===== config.mk =====
export PLATFORM = sky130hd
export DESIGN_NAME = piso_serializer
export DESIGN_NICKNAME = d
export VERILOG_FILES = /design/src/rtl/piso_pkg.sv /design/src/rtl/piso_gap_timer.sv /design/src/rtl/piso_serializer.sv
export SDC_FILE = /design/constraint.sdc
export NUM_CORES = 1
export LEC_CHECK = 0
export CAP_MARGIN = 5
export CORE_MARGIN = 2
export CORE_UTILIZATION = 47
export CTS_CLUSTER_DIAMETER = 80
export DETAILED_ROUTE_END_ITERATION = 12
export PLACE_DENSITY = 0.75
export SLEW_MARGIN = 0
export SYNTH_ARGS = -nofsm -noshare
export SYNTH_HDL_FRONTEND = slang
export SYNTH_SLANG_ARGS = --single-unit
export TNS_END_PERCENT = 5

===== constraint.sdc =====
create_clock -name sys_clk -period 1.9 [get_ports sys_clk]
set_input_delay 0.19 -clock sys_clk [delete_from_list [all_inputs] [get_ports sys_clk]]
set_output_delay 0.19 -clock sys_clk [all_outputs]
set_load 0.005 [all_outputs]

===== src/rtl/piso_pkg.sv =====
// Shared types and constants for the parallel-in/serial-out serializer.
package piso_pkg;

  typedef enum logic [1:0] {
    IDLE  = 2'd0,
    SHIFT = 2'd1,
    GAP   = 2'd2
  } state_e;

  localparam int GAP_CNT_W = 4;

endpackage


===== src/rtl/piso_gap_timer.sv =====
// Loadable down-counter that times the idle gap between frames.
module piso_gap_timer
  import piso_pkg::*;
(
  input  logic                 clk,
  input  logic                 rst,
  input  logic                 load,
  input  logic                 en,
  input  logic [GAP_CNT_W-1:0] load_val,
  output logic                 done
);

  logic [GAP_CNT_W-1:0] cnt_q;
  logic [GAP_CNT_W-1:0] cnt_d;

  always_comb begin
    cnt_d = cnt_q;
    if (load) begin
      cnt_d = load_val;
    end else if (en && (cnt_q != '0)) begin
      cnt_d = cnt_q - GAP_CNT_W'(1);
    end
  end

  always_ff @(posedge clk) begin
    if (rst) begin
      cnt_q <= '0;
    end else begin
      cnt_q <= cnt_d;
    end
  end

  // Done while on the final gap cycle, so the FSM leaves after exactly load_val cycles.
  assign done = (cnt_q <= GAP_CNT_W'(1));

endmodule


===== src/rtl/piso_serializer.sv =====
// Serializes DATA_W-bit words onto a single line, one bit per clock, with optional gaps.
// Define PISO_PARITY_EN to append an even-parity bit after the last data bit of each frame.
module piso_serializer
  import piso_pkg::*;
#(
  parameter int   DATA_W     = 8,
  parameter int   MSB_FIRST  = 1,
  parameter int   GAP_CYCLES = 0,
  parameter logic IDLE_LVL   = 1'b0
) (
  input  logic              sys_clk,
  input  logic              sys_rst,
  input  logic              s_valid,
  output logic              s_ready,
  input  logic [DATA_W-1:0] s_data,
  output logic              out_bit,
  output logic              out_valid,
  output logic              busy,
  output logic              frame_done
);

  localparam int CNT_W = $clog2(DATA_W + 1);
`ifdef PISO_PARITY_EN
  localparam int FRAME_LEN = DATA_W + 1;
`else
  localparam int FRAME_LEN = DATA_W;
`endif
  localparam logic [CNT_W-1:0]     CNT_LOAD = CNT_W'(FRAME_LEN - 1);
  localparam logic [GAP_CNT_W-1:0] GAP_LOAD = GAP_CNT_W'(GAP_CYCLES);
  localparam bit                   GAP_EN   = (GAP_CYCLES > 0);

  state_e            state_q, state_d;
  logic [DATA_W-1:0] sr_q, sr_d;
  logic [CNT_W-1:0]  bit_cnt_q, bit_cnt_d;
  logic              out_bit_q, out_bit_d;
  logic              out_valid_q, out_valid_d;
  logic              busy_q, busy_d;
  logic              frame_done_q, frame_done_d;
  logic              accept;
  logic              gap_load;
  logic              gap_en;
  logic              gap_done;
`ifdef PISO_PARITY_EN
  logic              par_q, par_d;
`endif

  function automatic logic head_bit(input logic [DATA_W-1:0] w);
    return (MSB_FIRST != 0) ? w[DATA_W-1] : w[0];
  endfunction

  function automatic logic [DATA_W-1:0] shift_out(input logic [DATA_W-1:0] w);
    return (MSB_FIRST != 0) ? {w[DATA_W-2:0], 1'b0} : {1'b0, w[DATA_W-1:1]};
  endfunction

  // Ready depends on state only: idle, or the final beat of a frame when no gap follows.
  always_comb begin
    s_ready = (state_q == IDLE) ||
              ((state_q == SHIFT) && (bit_cnt_q == '0) && !GAP_EN);
  end

  assign accept = s_valid && s_ready;

  always_comb begin
    state_d      = state_q;
    sr_d         = sr_q;
    bit_cnt_d    = bit_cnt_q;
    out_bit_d    = IDLE_LVL;
    out_valid_d  = 1'b0;
    busy_d       = 1'b0;
    frame_done_d = 1'b0;
    gap_load     = 1'b0;
    gap_en       = 1'b0;
`ifdef PISO_PARITY_EN
    par_d        = par_q;
`endif

    case (state_q)
      IDLE: begin
        state_d = IDLE;
      end

      SHIFT: begin
        if (bit_cnt_q != '0) begin
          bit_cnt_d    = bit_cnt_q - CNT_W'(1);
          out_valid_d  = 1'b1;
          busy_d       = 1'b1;
          out_bit_d    = head_bit(sr_q);
          sr_d         = shift_out(sr_q);
          frame_done_d = (bit_cnt_q == CNT_W'(1));
`ifdef PISO_PARITY_EN
          if (bit_cnt_q == CNT_W'(1)) begin
            out_bit_d = par_q;
          end
`endif
        end else if (GAP_EN) begin
          state_d  = GAP;
          gap_load = 1'b1;
          busy_d   = 1'b1;
        end else begin
          state_d = IDLE;
        end
      end

      GAP: begin
        gap_en = 1'b1;
        if (gap_done) begin
          state_d = IDLE;
        end else begin
          busy_d = 1'b1;
        end
      end

      default: begin
        state_d = IDLE;
      end
    endcase

    // Accepting a word (from idle or on a zero-bubble last beat) presents its first bit next cycle.
    if (accept) begin
      state_d      = SHIFT;
      bit_cnt_d    = CNT_LOAD;
      out_valid_d  = 1'b1;
      busy_d       = 1'b1;
      frame_done_d = 1'b0;
      out_bit_d    = head_bit(s_data);
      sr_d         = shift_out(s_data);
`ifdef PISO_PARITY_EN
      par_d        = ^s_data;
`endif
    end
  end

  always_ff @(posedge sys_clk) begin
    if (sys_rst) begin
      state_q      <= IDLE;
      sr_q         <= '0;
      bit_cnt_q    <= '0;
      out_bit_q    <= IDLE_LVL;
      out_valid_q  <= 1'b0;
      busy_q       <= 1'b0;
      frame_done_q <= 1'b0;
`ifdef PISO_PARITY_EN
      par_q        <= 1'b0;
`endif
    end else begin
      state_q      <= state_d;
      sr_q         <= sr_d;
      bit_cnt_q    <= bit_cnt_d;
      out_bit_q    <= out_bit_d;
      out_valid_q  <= out_valid_d;
      busy_q       <= busy_d;
      frame_done_q <= frame_done_d;
`ifdef PISO_PARITY_EN
      par_q        <= par_d;
`endif
    end
  end

  piso_gap_timer u_gap_timer (
    .clk      (sys_clk),
    .rst      (sys_rst),
    .load     (gap_load),
    .en       (gap_en),
    .load_val (GAP_LOAD),
    .done     (gap_done)
  );

  assign out_bit    = out_bit_q;
  assign out_valid  = out_valid_q;
  assign busy       = busy_q;
  assign frame_done = frame_done_q;

endmodule


==> impl_results.html <==
<table>
<tr><th>Metric</th><th>Value</th></tr>
<tr><th colspan="2">Pwr</th></tr>
<tr><td>Switching share of power</td><td>28.64%</td></tr>
<tr><td>Relative contribution of combinational cells to total power</td><td>25.2%</td></tr>
<tr><td>Switching power of the nets</td><td>209.4 uW</td></tr>
<tr><td>Ratio of total power to cell area</td><td>782.0 nW/um2</td></tr>
<tr><td>Int Pwr</td><td>521.6 uW</td></tr>
<tr><td>Leakage power</td><td>0.0003622 uW</td></tr>
<tr><td>Share of total power in sequential cells</td><td>49.0%</td></tr>
<tr><td>Peak supply drop</td><td>0.5371 mV</td></tr>
<tr><td>Clock share of power</td><td>25.8%</td></tr>
<tr><th colspan="2">Clock tree</th></tr>
<tr><td>H-Tree Depth</td><td>1</td></tr>
<tr><td># hold bufs at CTS</td><td>0</td></tr>
<tr><td>Number of sinks handled by clock tree synthesis</td><td>15</td></tr>
<tr><td>Cts bufs inserted</td><td>3</td></tr>
<tr><td>Skew-Pair Late Insertion Delay</td><td>0.29 ns</td></tr>
<tr><td>CTS tree</td><td>yes</td></tr>
<tr><td>Clk buf depth</td><td>2</td></tr>
<tr><td>CTS clock-pin slew for the worst setup and hold paths</td><td>0.10 ns</td></tr>
<tr><td>CTS root buf</td><td>sky130_fd_sc_hd__clkbuf_4</td></tr>
<tr><th colspan="2">Synthesis</th></tr>
<tr><td>Number of enable flip-flop cells after synthesis</td><td>0</td></tr>
<tr><td>Mapped Nets</td><td>93</td></tr>
<tr><td>Dominant cells by area after synthesis</td><td>sky130_fd_sc_hd__dfxtp_1 (42%), sky130_fd_sc_hd__a211oi_1 (8.4%), sky130_fd_sc_hd__a221oi_1 (7.3%), sky130_fd_sc_hd__ha_1 (5.2%), sky130_fd_sc_hd__nor2b_1 (5.2%)</td></tr>
<tr><td>Async set or reset register ratio after synthesis</td><td>0%</td></tr>
<tr><td>Leading register cell type out of synthesis</td><td>sky130_fd_sc_hd__dfxtp_1</td></tr>
<tr><td>Sequential-to-total area share from yosys stat</td><td>41.81%</td></tr>
<tr><td>Share of the synthesized area in the top cell type</td><td>41.81%</td></tr>
<tr><td>Netlist Area Pre-Place</td><td>718.2 um2</td></tr>
<tr><td>Cell type with the highest aggregate area in the netlist</td><td>sky130_fd_sc_hd__dfxtp_1</td></tr>
<tr><td>Cells after Synth</td><td>79</td></tr>
<tr><td>FF+latch count, synth</td><td>15</td></tr>
<tr><td>Avg Inst Size Synth</td><td>9.091 um2</td></tr>
<tr><td>Count of yosys warnings during synthesis</td><td>0</td></tr>
<tr><td>Unique cell type count in the Yosys netlist</td><td>27</td></tr>
<tr><th colspan="2">Finish</th></tr>
<tr><td>Area overhead of the layout relative to synthesis</td><td>30.14%</td></tr>
<tr><td>Core occupancy in the finished layout</td><td>63.52%</td></tr>
<tr><td>Number of filler instances in the final layout</td><td>136</td></tr>
<tr><td>Final Non-Filler Cells</td><td>115</td></tr>
<tr><td>Layout Nets</td><td>114</td></tr>
<tr><td>ANT cells</td><td>0</td></tr>
<tr><td>Share of final-layout standard cells stronger than drive strength 1</td><td>20.20%</td></tr>
<tr><th colspan="2">Drt</th></tr>
<tr><td>Number of vias per cell after detailed routing</td><td>5.609</td></tr>
<tr><td>Post-detailed-route DRC marker count</td><td>0</td></tr>
<tr><td>Total wirelength of the detailed-routed design</td><td>1494 um</td></tr>
<tr><td>Number of nets with antenna violations after detailed routing</td><td>0</td></tr>
<tr><td>Count of routing violations after the opening detailed-route iteration</td><td>9</td></tr>
<tr><td>First-pass iteration count of the detailed router</td><td>4</td></tr>
<tr><td>Count of vias placed by the detailed router</td><td>645</td></tr>
<tr><td>Wirelength per Cell</td><td>12.99 um</td></tr>
<tr><th colspan="2">Critical path</th></tr>
<tr><td>Crit path launch type</td><td>flip-flop</td></tr>
<tr><td>Critical path class</td><td>reg -&gt; out</td></tr>
<tr><td>Worst Setup SP</td><td>bit_cnt_q[0]$_SDFFE_PP0P_</td></tr>
<tr><td>FF-to-FF Start</td><td>bit_cnt_q[0]$_SDFFE_PP0P_</td></tr>
<tr><td>Req. time, crit path</td><td>1.71 ns</td></tr>
<tr><td>Critical Path Max Stage Delay</td><td>0.38 ns</td></tr>
<tr><td>Worst Path Max Fanout</td><td>3</td></tr>
<tr><td>Crit end category</td><td>primary output</td></tr>
<tr><td>Data arrival time of the critical path</td><td>1.55 ns</td></tr>
<tr><td>Library cell contributing the largest single delay on the critical path</td><td>sky130_fd_sc_hd__or3b_4</td></tr>
<tr><td>Crit-path cells</td><td>inv_2, ha_1, or3b_4, and2_4, inv_1, clkbuf_2</td></tr>
<tr><th colspan="2">Die</th></tr>
<tr><td>Area enclosed by the die boundary</td><td>1857 um2</td></tr>
<tr><td>Core box area</td><td>1471 um2</td></tr>
<tr><td>Die span in x</td><td>43.09 um</td></tr>
<tr><td>Chip Height</td><td>43.09 um</td></tr>
<tr><td>Std cell rows</td><td>14</td></tr>
<tr><td>Initial core utilization</td><td>48.81%</td></tr>
<tr><td>I/O pin count</td><td>16</td></tr>
<tr><th colspan="2">Timing</th></tr>
<tr><td>Slew of the pin with the lowest slew margin</td><td>0.5402 ns</td></tr>
<tr><td>Number of endpoints with negative hold slack in the final report</td><td>0</td></tr>
<tr><td>Setup repair after global routing missed its margin</td><td>false</td></tr>
<tr><td>Final period utilization</td><td>91.76%</td></tr>
<tr><td>Post-Route Skew</td><td>0.004519 ns</td></tr>
<tr><td>Rel. slew slack</td><td>63.87%</td></tr>
<tr><td>Final Max Tran Viols</td><td>0</td></tr>
<tr><td>Final setup violating endpoints</td><td>0</td></tr>
<tr><td>F_max</td><td>573.6 MHz</td></tr>
<tr><td>Final critical-path required period</td><td>1.743 ns</td></tr>
<tr><td>Setup slack after layout</td><td>0.1566 ns</td></tr>
<tr><td>Final total negative setup slack</td><td>0 ns</td></tr>
<tr><th colspan="2">Placed design</th></tr>
<tr><td>HPWL after detailed placement</td><td>1046 um</td></tr>
<tr><td>Placer congestion estimate</td><td>0.6896</td></tr>
<tr><td>Placed cell count</td><td>110</td></tr>
<tr><td>Input/output buffers</td><td>15</td></tr>
<tr><td>Setup WS pre-CTS</td><td>0.04793 ns</td></tr>
<tr><th colspan="2">GRT</th></tr>
<tr><td>Overall Global Routing Usage</td><td>18.90%</td></tr>
<tr><td>Vias in the first global route</td><td>614</td></tr>
<tr><td>Global-route wire length before repair</td><td>2649 um</td></tr>
<tr><td>Maximum number of pins on one net before global-route repair</td><td>17</td></tr>
<tr><td>Aggregate global routing overflow</td><td>0</td></tr>
<tr><td>Antenna violations before repair</td><td>0</td></tr>
<tr><th colspan="2">Flow run</th></tr>
<tr><td>Max-capacitance violation count</td><td>0</td></tr>
<tr><th colspan="2">Run status</th></tr>
<tr><td>Run status</td><td>finished clean</td></tr>
<tr><th colspan="2">Worst hold path</th></tr>
<tr><td>Min-delay worst type</td><td>reg -&gt; reg</td></tr>
<tr><td>Hold Crit Start</td><td>sr_q[4]$_SDFFE_PP0P_</td></tr>
</table>
[path summary, 6_finish.rpt]
| path | endpoint | cells after the start | slack [ns] |
|---|---|---|---|
| worst max-delay path | s_ready | 6 | 0.16 |
| worst min-delay path | sr_q[5]$_SDFFE_PP0P_ | 2 | 0.45 |
| worst max register to register | bit_cnt_q[2]$_SDFFE_PP0P_ | 6 | 0.24 |
| worst min register to register | sr_q[5]$_SDFFE_PP0P_ | 2 | 0.45 |
[area by class of cell]
class / instances / area, um2 / area share (%)
Clock inverter: 1 / 5.005 / 0.5355
Multi-Input combinational cell: 48 / 345.3 / 36.95
Inverter: 9 / 33.78 / 3.614
Clock buffer: 3 / 22.52 / 2.410
Timing Repair Buffer: 23 / 205.2 / 21.95
Sequential cell: 15 / 302.8 / 32.40
Tap cell: 16 / 20.02 / 2.142
[flip-flops by register name, indices dropped and copies added, names as in the netlist]
register    cells
bit_cnt_q       4
sr_q            7
frame_done      1
state_q         1
out_bit         1
busy            1
[power by group through the flow]
stage | registers, uW | logic, uW | clock network (uW)
finish | 358 | 184 | 188
global route | 362 | 204 | 205
global placement | 363 | 177 | 0
CTS | 358 | 185 | 193
detailed placement | 364 | 181 | 0
floorplan | 365 | 108 | 0
[kinds of logic after synthesis]
kind of cell               after synthesis  synth area share [%]
AOI/OAI and AO/OA                       21                 22.13
adders and majority gates                3                 5.227
buffers and inverters                   16                 10.10
DFF                                     15                 41.81
muxes                                    1                 1.394
and+or+nand+nor                         23                 19.34
[worst max-delay path, delay by kind of cell (launching register included)]
| kind | cells | cell delay [ns] |
|---|---|---|
| buf+inv | 3 | 0.23 |
| simple gates | 2 | 0.55 |
| flops | 1 | 0.34 |
| fa+ha+maj | 1 | 0.15 |
[what timing repair did]
| item | 4_1_cts | 5_1_grt |
|---|---|---|
| endpoints found under the setup margin | 1 | 1 |
| resized for setup | 5 | 2 |
| buffers inserted | 1 | 0 |
[per-stage QoR]
stage          hold WS [ns]  instance area, um2  total power, uW
3_5_place_dp         0.4412               902.1            545.2
5_1_grt              0.4766               934.6            771.5
2_1_floorplan        0.2691               718.2            473.8
6_report             0.4510               934.6            730.9
3_3_place_gp         0.4342               902.1            540.1
4_1_cts              0.4545               938.4            736.5
[per-layer routing]
| metal | GRT usage, % | part of all wire [%] |
|---|---|---|
| met5 | 0 | 0 |
| met4 | 7.879 | 0.87 |
| met3 | 4.255 | 3.8 |
| met2 | 29.25 | 48 |
| met1 | 25.13 | 47 |
[synthesized netlist by cell type (2+ instances only)]
cell type,n
sky130_fd_sc_hd__inv_1,9
sky130_fd_sc_hd__a31oi_1,2
sky130_fd_sc_hd__clkbuf_1,4
sky130_fd_sc_hd__dfxtp_1,15
sky130_fd_sc_hd__nor3_1,2
sky130_fd_sc_hd__a21oi_1,2
sky130_fd_sc_hd__nor2_1,4
sky130_fd_sc_hd__a211oi_1,8
sky130_fd_sc_hd__nand2_1,2
sky130_fd_sc_hd__ha_1,3
sky130_fd_sc_hd__nor2b_1,6
sky130_fd_sc_hd__a221oi_1,6
sky130_fd_sc_hd__nand3b_1,2
[cells in the final DEF, fill, tap and decap left out, types with 2 or more instances in the layout]
| cell type | netlist | final |
|---|---|---|
| sky130_fd_sc_hd__a31oi_1 | 2 | 2 |
| sky130_fd_sc_hd__clkdlybuf4s50_1 | 0 | 14 |
| sky130_fd_sc_hd__dfxtp_2 | 0 | 2 |
| sky130_fd_sc_hd__nand3b_1 | 2 | 2 |
| sky130_fd_sc_hd__a221oi_1 | 6 | 6 |
| sky130_fd_sc_hd__nor3_1 | 2 | 2 |
| sky130_fd_sc_hd__dfxtp_1 | 15 | 13 |
| sky130_fd_sc_hd__inv_2 | 0 | 2 |
| sky130_fd_sc_hd__inv_1 | 9 | 7 |
| sky130_fd_sc_hd__nor2_1 | 4 | 4 |
| sky130_fd_sc_hd__ha_1 | 3 | 3 |
| sky130_fd_sc_hd__nor2b_1 | 6 | 6 |
| sky130_fd_sc_hd__buf_4 | 1 | 8 |
| sky130_fd_sc_hd__nand2_1 | 2 | 2 |
| sky130_fd_sc_hd__a21oi_1 | 2 | 2 |
| sky130_fd_sc_hd__clkbuf_4 | 0 | 3 |
| sky130_fd_sc_hd__a211oi_1 | 8 | 8 |
No activity file was read; power rests on OpenSTA's default activity.
